### src/rtl/csel_add_pkg.sv
// Shared types and constants for the limb-serial carry-select add scheduler.
package csel_add_pkg;

  localparam int unsigned LIMB = 22;

  typedef enum logic [1:0] {
    IDLE = 2'd0,
    RUN  = 2'd1,
    DONE = 2'd2
  } state_t;

  function automatic int unsigned idx_width(input int unsigned words);
    return (words > 1) ? $clog2(words) : 1;
  endfunction

endpackage

### src/rtl/csel_add_sched_adder.sv
// 22-bit carry-select adder: 11-bit ripple low half, high half precomputed
// for both carry values and selected by the low-half carry.
module C_Sel_A_22bit (
  input  logic [21:0] a,
  input  logic [21:0] b,
  input  logic        cin,
  output logic [21:0] sum,
  output logic        cout
);

  logic [11:0] lo;
  logic [11:0] hi0;
  logic [11:0] hi1;

  assign lo  = {1'b0, a[10:0]}  + {1'b0, b[10:0]}  + {11'b0, cin};
  assign hi0 = {1'b0, a[21:11]} + {1'b0, b[21:11]};
  assign hi1 = {1'b0, a[21:11]} + {1'b0, b[21:11]} + 12'd1;

  assign sum  = {(lo[11] ? hi1[10:0] : hi0[10:0]), lo[10:0]};
  assign cout = lo[11] ? hi1[11] : hi0[11];

endmodule

### src/rtl/csel_add_sched.sv
// Two-requester multi-precision add scheduler; runs each WORDS*LIMB add
// limb-serially through one shared carry-select adder, LSB limb first.
module csel_add_sched
  import csel_add_pkg::*;
#(
  parameter int unsigned LIMB  = csel_add_pkg::LIMB,
  parameter int unsigned WORDS = 4
) (
  input  logic                  clk,
  input  logic                  rst_n,
  input  logic                  req0_valid,
  output logic                  req0_ready,
  input  logic [LIMB*WORDS-1:0] req0_a,
  input  logic [LIMB*WORDS-1:0] req0_b,
  input  logic                  req0_cin,
  input  logic                  req1_valid,
  output logic                  req1_ready,
  input  logic [LIMB*WORDS-1:0] req1_a,
  input  logic [LIMB*WORDS-1:0] req1_b,
  input  logic                  req1_cin,
  output logic                  rsp_valid,
  input  logic                  rsp_ready,
  output logic [LIMB*WORDS-1:0] rsp_sum,
  output logic                  rsp_cout,
  output logic                  rsp_id
);

  localparam int unsigned W  = LIMB * WORDS;
  localparam int unsigned IW = idx_width(WORDS);

  state_t          state_q, state_d;
  logic [W-1:0]    a_q, a_d, b_q, b_d, sum_q, sum_d;
  logic [IW-1:0]   idx_q, idx_d;
  logic            carry_q, carry_d, cout_q, cout_d, id_q, id_d, prio_q, prio_d;

  logic            gnt0, gnt1;
  logic [LIMB-1:0] limb_a, limb_b, limb_sum;
  logic            limb_cout;
  int unsigned     base;

  // prio_q names the requester that wins a tie
  assign gnt0 = req0_valid & (~req1_valid | ~prio_q);
  assign gnt1 = req1_valid & (~req0_valid |  prio_q);

  always_comb begin
    base   = LIMB * 32'(idx_q);
    limb_a = a_q[base +: LIMB];
    limb_b = b_q[base +: LIMB];
  end

  C_Sel_A_22bit u_adder (
    .a    (limb_a),
    .b    (limb_b),
    .cin  (carry_q),
    .sum  (limb_sum),
    .cout (limb_cout)
  );

  always_comb begin
    state_d    = state_q;
    a_d        = a_q;
    b_d        = b_q;
    sum_d      = sum_q;
    idx_d      = idx_q;
    carry_d    = carry_q;
    cout_d     = cout_q;
    id_d       = id_q;
    prio_d     = prio_q;
    req0_ready = 1'b0;
    req1_ready = 1'b0;
    unique case (state_q)
      IDLE: begin
        req0_ready = gnt0;
        req1_ready = gnt1;
        if (gnt0 | gnt1) begin
          a_d     = gnt1 ? req1_a : req0_a;
          b_d     = gnt1 ? req1_b : req0_b;
          carry_d = gnt1 ? req1_cin : req0_cin;
          id_d    = gnt1;
          idx_d   = '0;
          sum_d   = '0;
          cout_d  = 1'b0;
          state_d = RUN;
        end
      end
      RUN: begin
        sum_d[base +: LIMB] = limb_sum;
        carry_d = limb_cout;
        idx_d   = idx_q + IW'(1);
        if (idx_q == IW'(WORDS - 1)) begin
          cout_d  = limb_cout;
          idx_d   = '0;
          state_d = DONE;
        end
      end
      DONE: begin
        if (rsp_ready) begin
          prio_d  = ~id_q;
          state_d = IDLE;
        end
      end
      default: state_d = IDLE;
    endcase
  end

  always_ff @(posedge clk) begin
    if (!rst_n) begin
      state_q <= IDLE;
      a_q     <= '0;
      b_q     <= '0;
      sum_q   <= '0;
      idx_q   <= '0;
      carry_q <= 1'b0;
      cout_q  <= 1'b0;
      id_q    <= 1'b0;
      prio_q  <= 1'b0;
    end else begin
      state_q <= state_d;
      a_q     <= a_d;
      b_q     <= b_d;
      sum_q   <= sum_d;
      idx_q   <= idx_d;
      carry_q <= carry_d;
      cout_q  <= cout_d;
      id_q    <= id_d;
      prio_q  <= prio_d;
    end
  end

  assign rsp_valid = (state_q == DONE);
  assign rsp_sum   = sum_q;
  assign rsp_cout  = cout_q;
  assign rsp_id    = id_q;

endmodule
### config.mk
export PLATFORM = sky130hd
export DESIGN_NAME = csel_add_sched
export DESIGN_NICKNAME = d
export VERILOG_FILES = /design/src/rtl/csel_add_pkg.sv /design/src/rtl/csel_add_sched_adder.sv /design/src/rtl/csel_add_sched.sv
export SDC_FILE = /design/constraint.sdc
export NUM_CORES = 1
export LEC_CHECK = 0
export ABC_AREA = 1
export BUFFER_PORTS_ARGS = -buffer_cell sky130_fd_sc_hd__buf_2
export CAP_MARGIN = 20
export CORE_MARGIN = 8
export CORE_UTILIZATION = 49
export DETAILED_ROUTE_END_ITERATION = 8
export PLACE_DENSITY = 0.89
export SLEW_MARGIN = 0
export SYNTH_ARGS = -nofsm -noshare
export SYNTH_HDL_FRONTEND = slang
export SYNTH_SLANG_ARGS = --single-unit
### constraint.sdc
create_clock -name clk -period 4.2 [get_ports clk]
set_input_delay 1.26 -clock clk [delete_from_list [all_inputs] [get_ports clk]]
set_output_delay 1.26 -clock clk [all_outputs]
set_load 0.05 [all_outputs]
==> results.yml, run 1 <==
logic_synthesis:
  synthesis.area_mm2: 0.0167
  syn_avg_cell_area_um2: 6.33
  async_reset_ff_frac: 0
  ys_ff_latch: 272
  unique_masters_post_synth: 48
  main_flop_type_after_synthesis: "dfxtp_1"
  netlist_top_cells_area: "dfxtp_1 (33%), nand2_1 (17%), nand3_1 (9.1%)"
  post_synth_inst_count: 2633
  netlist.top_cell.by_area: "dfxtp_1"
  netlist.area_leader.share: 0.327
  synth_enable_flop_cells: 0
  ys_warn_count: 0
  synth.yosys.seq_area_share: 0.327
  mappedNetlistNets: 3024
finish:
  drive_above_1_share: 0.203
  layout_common_cells: "nand2_1 (745), buf_2 (450), nand3_1 (303)"
  total_area_of_multi_input_combinational_cells_mm2: 0.00946
  final_instance_area_mm2: 0.0204
  net_count_reported_at_finish: 3382
  layout.cells.most_common: "nand2_1"
  final_cells: 3467
  final-seq-area_mm2: 0.00545
  final.fill_count: 3184
  area_growth_pct: 22.5
placed_design:
  post-place-cells: 3404
  io_buffers: 451
  placed_cell_area_mm2: 0.0193
  dpl.hpwl_um: 50500
  routabilityCongestion: 1.02
timing:
  largest_clock_skew_in_the_final_design_ps: 10.8
  hold-worst-slack_ps: 454
  setup_tns_ps: 0
  final_period_minus_worst_setup_slack_ps: 3900
  fmax_mhz: 256
  timing_worst_slew_pin_value_ps: 910
  slew_headroom: 0.393
  finalMaxSlewViolations: 0
  finalSetupViolations: 0
  timing_hold_violations_final: 0
  fin_crit_sh: 0.929
  grt_setup_unrepaired: "no"
pwr:
  cell_internal_pwr_mw: 5.46
  power.combinational.fraction: 0.388
  power_mw: 9.08
  p_sw_frac: 0.398
  ir_worst_vdd_v: 0.000377
  clkPwrFrac: 0.284
  leakage_nw: 10.4
  power.share.sequential: 0.327
  cellPowerDensity_mw_per_mm2: 445
  power.net_switching_mw: 3.61
grt:
  grt_pass1_wl_um: 102000
  grt_antenna_before_repair: 14
  grt_remaining_overflow: 0
  via_count_of_the_first_global_routing_pass: 18300
  grt_start_max_net_pins: 178
  grt_use_total: 0.310
clocking:
  root_buffer: "clkbuf_16"
  cts.sinks: 272
  cts_inserted_buffers: 28
  clock_tree.htree_level_count: 1
  clock_transition_at_path_regs_ps: 60
  ctsHoldBuffers: 0
  insertion_delay_ps: 550
  clock_tree_from_tritoncts: "yes"
  cts.path.max_buffers: 3
setup_path:
  cpMostUsedCell: "o21ai_0"
  setup.worst_path.start: "idx_q[0]"
  critical_path_arrival_ps: 4380
  critical_path_peak_fanout: 40
  critical_path.max_stage_delay_ps: 420
  timing.critical_path.from_type: "flip-flop"
  worst-endpoint-required_ps: 4670
  endpoint_kind: "flip-flop"
  worstPathCellList: "buf_16 > o21ai_0 > o22ai_1 > buf_4 > fa_1 > inv_1 > fa_1 > inv_1 > nand2_1 > nand3_1 > xor2_1 > nand2_1 > o21ai_0 > o21ai_0 > buf_4 > o211ai_1 > nand3_1 > a21oi_1"
  crit_slowest_cell: "dfxtp_4"
  reg2reg_from: "idx_q[0]"
  path_class: "reg -> reg"
floorplanning:
  die-height_um: 200
  fp-row-count: 67
  io_pins: 452
  die_area_mm2: 0.0402
  floorplan.initialDensity: 0.497
  fp.coreArea_mm2: 0.0335
  chip_width_um: 200
min_path:
  timing.hold.worst.start: "rsp_id"
  min_path_type: "reg -> reg"
outcome:
  status: "complete, no violations"
detailed_routing:
  first_iter_violations: 2225
  detail-route-antenna-nets: 0
  viasPerCell: 5.64
  drtPass1Iterations: 6
  wirelength_um: 66500
  post_drt_wl_per_cell_um: 19.2
  drcViolationCount: 0
  detailroute.via_count: 19600
run:
  cap_viol_max_count: 0
## path summary, 6_finish.rpt
check	endpoint	slack (ps)	depth (start not counted)
setup / recovery	rsp_sum[64]	300	18
hold / removal	prio_q	450	1
hold reg to reg	prio_q	450	1
setup reg to reg	rsp_sum[64]	300	18
## flip-flops by register name, summed over array words and instances (netlist names)
signal,count
prio_q,1
rsp_cout,1
state_q,2
a_q,88
idx_q,2
carry_q,1
b_q,88
rsp_id,1
rsp_sum,88
## per-layer routing
metal  up-vias  part of all wire  global-route usage
met4         4             0.050               0.139
met3       199             0.099              0.0650
met2      1182              0.45               0.500
met5         -           0.00024                   0
li1       9466                 -                   -
met1      8713              0.40               0.395
## metrics by stage
step,utilization,setup WS [ps]
after floorplan,-,15.0
after global placement,0.576,323
after detailed placement,0.577,247
after CTS,0.605,224
after global routing,0.609,25.1
final,0.609,297
## synthesized netlist by cell type (all sizes together), types with 3 or more instances
| master | instances |
|---|---|
| nand2 | 753 |
| nand3 | 308 |
| inv | 279 |
| dfxtp | 272 |
| o211ai | 193 |
| nor2 | 181 |
| o21ai | 168 |
| clkbuf | 153 |
| a21oi | 113 |
| o22ai | 40 |
| buf | 35 |
| ha | 29 |
| nand4 | 26 |
| a31oi | 13 |
| xor2 | 11 |
| nor3 | 10 |
| or2 | 7 |
| and2 | 6 |
| nand3b | 5 |
| a211oi | 4 |
| a32oi | 4 |
| o21a | 4 |
| xnor2 | 4 |
| fa | 3 |
## cell families (layout without fill, tap and decap cells)
family,count (synthesis),in the layout,synth area share
xor+xnor,15,15,0.00788
other cells,0,9,0
compound gates,548,548,0.204
buf+inv,469,846,0.107
simple gates,1297,1297,0.329
flops,272,272,0.327
fa+ha+maj,32,32,0.0254
## worst max-delay path: cells and delay by family (launching register included)
family	cells	cell delay, ps
adder cells (fa/ha/maj)	2	620
AO/OA/AOI/OAI	6	1280
AND/OR/NAND/NOR	4	400
XOR/XNOR	1	340
flip-flops	1	420
buffers and inverters	5	760
## area by class of cell
cell class,count,area share
antenna,9,0.00110
sequential,272,0.267
multi-input combinational,1892,0.463
inverter,281,0.0527
tap,448,0.0275
clock buffer,39,0.0403
timing repair buffer,516,0.142
clock inverter,10,0.00631
## power groups by stage
stage	sequential (mW)	clock [mW]	combinational (mW)
CTS	2.96	2.60	3.40
global route	2.98	2.70	3.86
global placement	3.01	0	3.36
floorplan	3.00	0	2.25
detailed placement	3.01	0	3.39
finish	2.97	2.58	3.52
## repair_timing
action,in CTS,in global routing
gates resized for setup,0,6
setup buffers,0,3
endpoints found under the setup margin,0,38
Power figures use the tool's default switching activity.
==> run 2: changes to the inputs <==
--- a/config.mk
+++ b/config.mk
@@ -12,6 +12,7 @@
 export CORE_UTILIZATION = 49
 export DETAILED_ROUTE_END_ITERATION = 8
 export PLACE_DENSITY = 0.89
+export REMOVE_ABC_BUFFERS = 1
 export SLEW_MARGIN = 0
 export SYNTH_ARGS = -nofsm -noshare
 export SYNTH_HDL_FRONTEND = slang
==> run 2 against run 1 <==
  * The flow now finishes with violations (design-rule violations)
  * Final cell count shrank 0.72%
  * Clock power grew 8.1%
  * Wire length shrank 11%
  * Count of clock-buffer cells in the layout shrank 7
  * Hold slack gained 6.4 ps
  * Non-clock buffer count shrank 18
  * Via count shrank 2.7%
  * Critical path type unchanged
==> results.yml, run 2 (synthesized netlist as in run 1, its figures left out) <==
outcome:
  status: "complete, but fails checks"
  violations: "design-rule violations"
timing:
  setup_tns_ps: 0
  final_period_minus_worst_setup_slack_ps: 3850
  finalMaxSlewViolations: 0
  largest_clock_skew_in_the_final_design_ps: 18.6
  timing_hold_violations_final: 0
  fin_crit_sh: 0.917
  hold-worst-slack_ps: 461
  finalSetupViolations: 0
  timing_worst_slew_pin_value_ps: 837
  grt_setup_unrepaired: "no"
  slew_headroom: 0.442
  fmax_mhz: 260
  worst_slack_ps: 350
floorplanning:
  fp.coreArea_mm2: 0.0335
  fp-row-count: 67
  die_area_mm2: 0.0402
  chip_width_um: 200
  io_pins: 452
  floorplan.initialDensity: 0.497
  die-height_um: 200
pwr:
  p_sw_frac: 0.387
  power.share.sequential: 0.321
  power_mw: 9.14
  power.net_switching_mw: 3.54
  cell_internal_pwr_mw: 5.60
  cellPowerDensity_mw_per_mm2: 450
  clkPwrFrac: 0.305
  ir_worst_vdd_v: 0.000358
  power.combinational.fraction: 0.373
  leakage_nw: 10.3
detailed_routing:
  m1WireLength_um: 24500
  first_iter_violations: 2067
  drcViolationCount: 1
  viasPerCell: 5.53
  post_drt_wl_per_cell_um: 17.2
  drtPass1Iterations: 9
  detailroute.via_count: 19000
  top_layer_used: "met5"
  detailroute.wirelength.met2_um: 27900
  detail-route-antenna-nets: 0
  wirelength_um: 59300
  met3RoutedLength_um: 4540
finish:
  drive_above_1_share: 0.199
  net_count_reported_at_finish: 3364
  fin_util: 0.605
  total_area_of_multi_input_combinational_cells_mm2: 0.00944
  final_instance_area_mm2: 0.0203
  layout_common_cells: "nand2_1 (745), buf_2 (450), nand3_1 (303)"
  antenna_cells: 0
  final.fill_count: 3165
  final_cells: 3442
  layout.cells.most_common: "nand2_1"
  final-seq-area_mm2: 0.00545
  area_growth_pct: 21.7
clocking:
  insertion_delay_ps: 550
  cts_inserted_buffers: 28
  clock_transition_at_path_regs_ps: 70
  clock_tree_from_tritoncts: "yes"
  clock_tree.htree_level_count: 1
  root_buffer: "clkbuf_16"
  ctsHoldBuffers: 0
  postCtsResizedCells: 0
  cts.path.max_buffers: 3
  cts_setup_buffers: 0
  cts.sinks: 272
grt:
  grt_remaining_overflow: 0
  grt_pass1_wl_um: 93700
  grt_start_max_net_pins: 178
  grt_antenna_before_repair: 1
  grt_use_total: 0.276
  via_count_of_the_first_global_routing_pass: 17900
setup_path:
  critical_path_arrival_ps: 4330
  timing.critical_path.from_type: "flip-flop"
  rrSetupSlack_ps: 350
  worst-endpoint-required_ps: 4680
  cpMostUsedCell: "nand2_1"
  worstPathCellList: "buf_4 > o21ai_0 > o22ai_1 > fa_1 > inv_1 > fa_1 > inv_1 > nand2_1 > nand3_1 > a21oi_1 > xnor2_1 > nand2_1 > nand2_1 > and2_1 > nand2_1 > nand2_1 > nand2_1 > nor2_1 > nand2_1 > o21ai_1 > nand2_1 > a21oi_1"
  crit_slowest_cell: "dfxtp_4"
  critical_path.max_stage_delay_ps: 460
  critical_path_peak_fanout: 24
  path_class: "reg -> reg"
  endpoint_kind: "flip-flop"
placed_design:
  dpl.hpwl_um: 44200
  setup_slack_placement_ps: 441
  placed_cell_area_mm2: 0.0193
  io_buffers: 451
  post-place-cells: 3391
  routabilityCongestion: 1.02
min_path:
  min_path_type: "reg -> reg"
run:
  cap_viol_max_count: 0
[run 2: metal layers]
layer / global-route usage / up-vias
met5: 0 / -
met4: 0.0993 / 2
met3: 0.0466 / 166
met2: 0.463 / 925
met1: 0.353 / 8528
li1: - / 9420
[run 2: cell type report]
| type | count | share of cell area |
|---|---|---|
| tap | 448 | 0.0276 |
| clock buffer | 32 | 0.0373 |
| timing repair buffer | 498 | 0.135 |
| inverter | 281 | 0.0526 |
| clock inverter | 19 | 0.0138 |
| multi-input combinational | 1892 | 0.465 |
| sequential | 272 | 0.269 |
[run 2: worst max-delay path: cells and delay by family, from the launching register on]
family          cells  cell delay, ps
compound gates      5             670
xor+xnor            1             290
fa+ha+maj           2             690
buf+inv             3             480
flops               1             460
simple gates       11            1180
[run 2: power groups by stage]
stage	Combinational, mW	Clock [mW]	Sequential [mW]
2_1_floorplan	2.20	0	3.03
3_3_place_gp	3.30	0	2.99
3_5_place_dp	3.31	0	2.99
4_1_cts	3.33	2.83	2.93
5_1_grt	3.74	2.93	2.96
6_report	3.41	2.79	2.94
[run 2: path summary, 6_finish.rpt]
path | start | end | cells after the start
hold reg to reg | rsp_sum[62] | rsp_sum[62] | 2
setup / recovery | idx_q[0] | rsp_sum[16] | 22
hold / removal | rsp_sum[62] | rsp_sum[62] | 2
setup reg to reg | idx_q[0] | rsp_sum[16] | 22
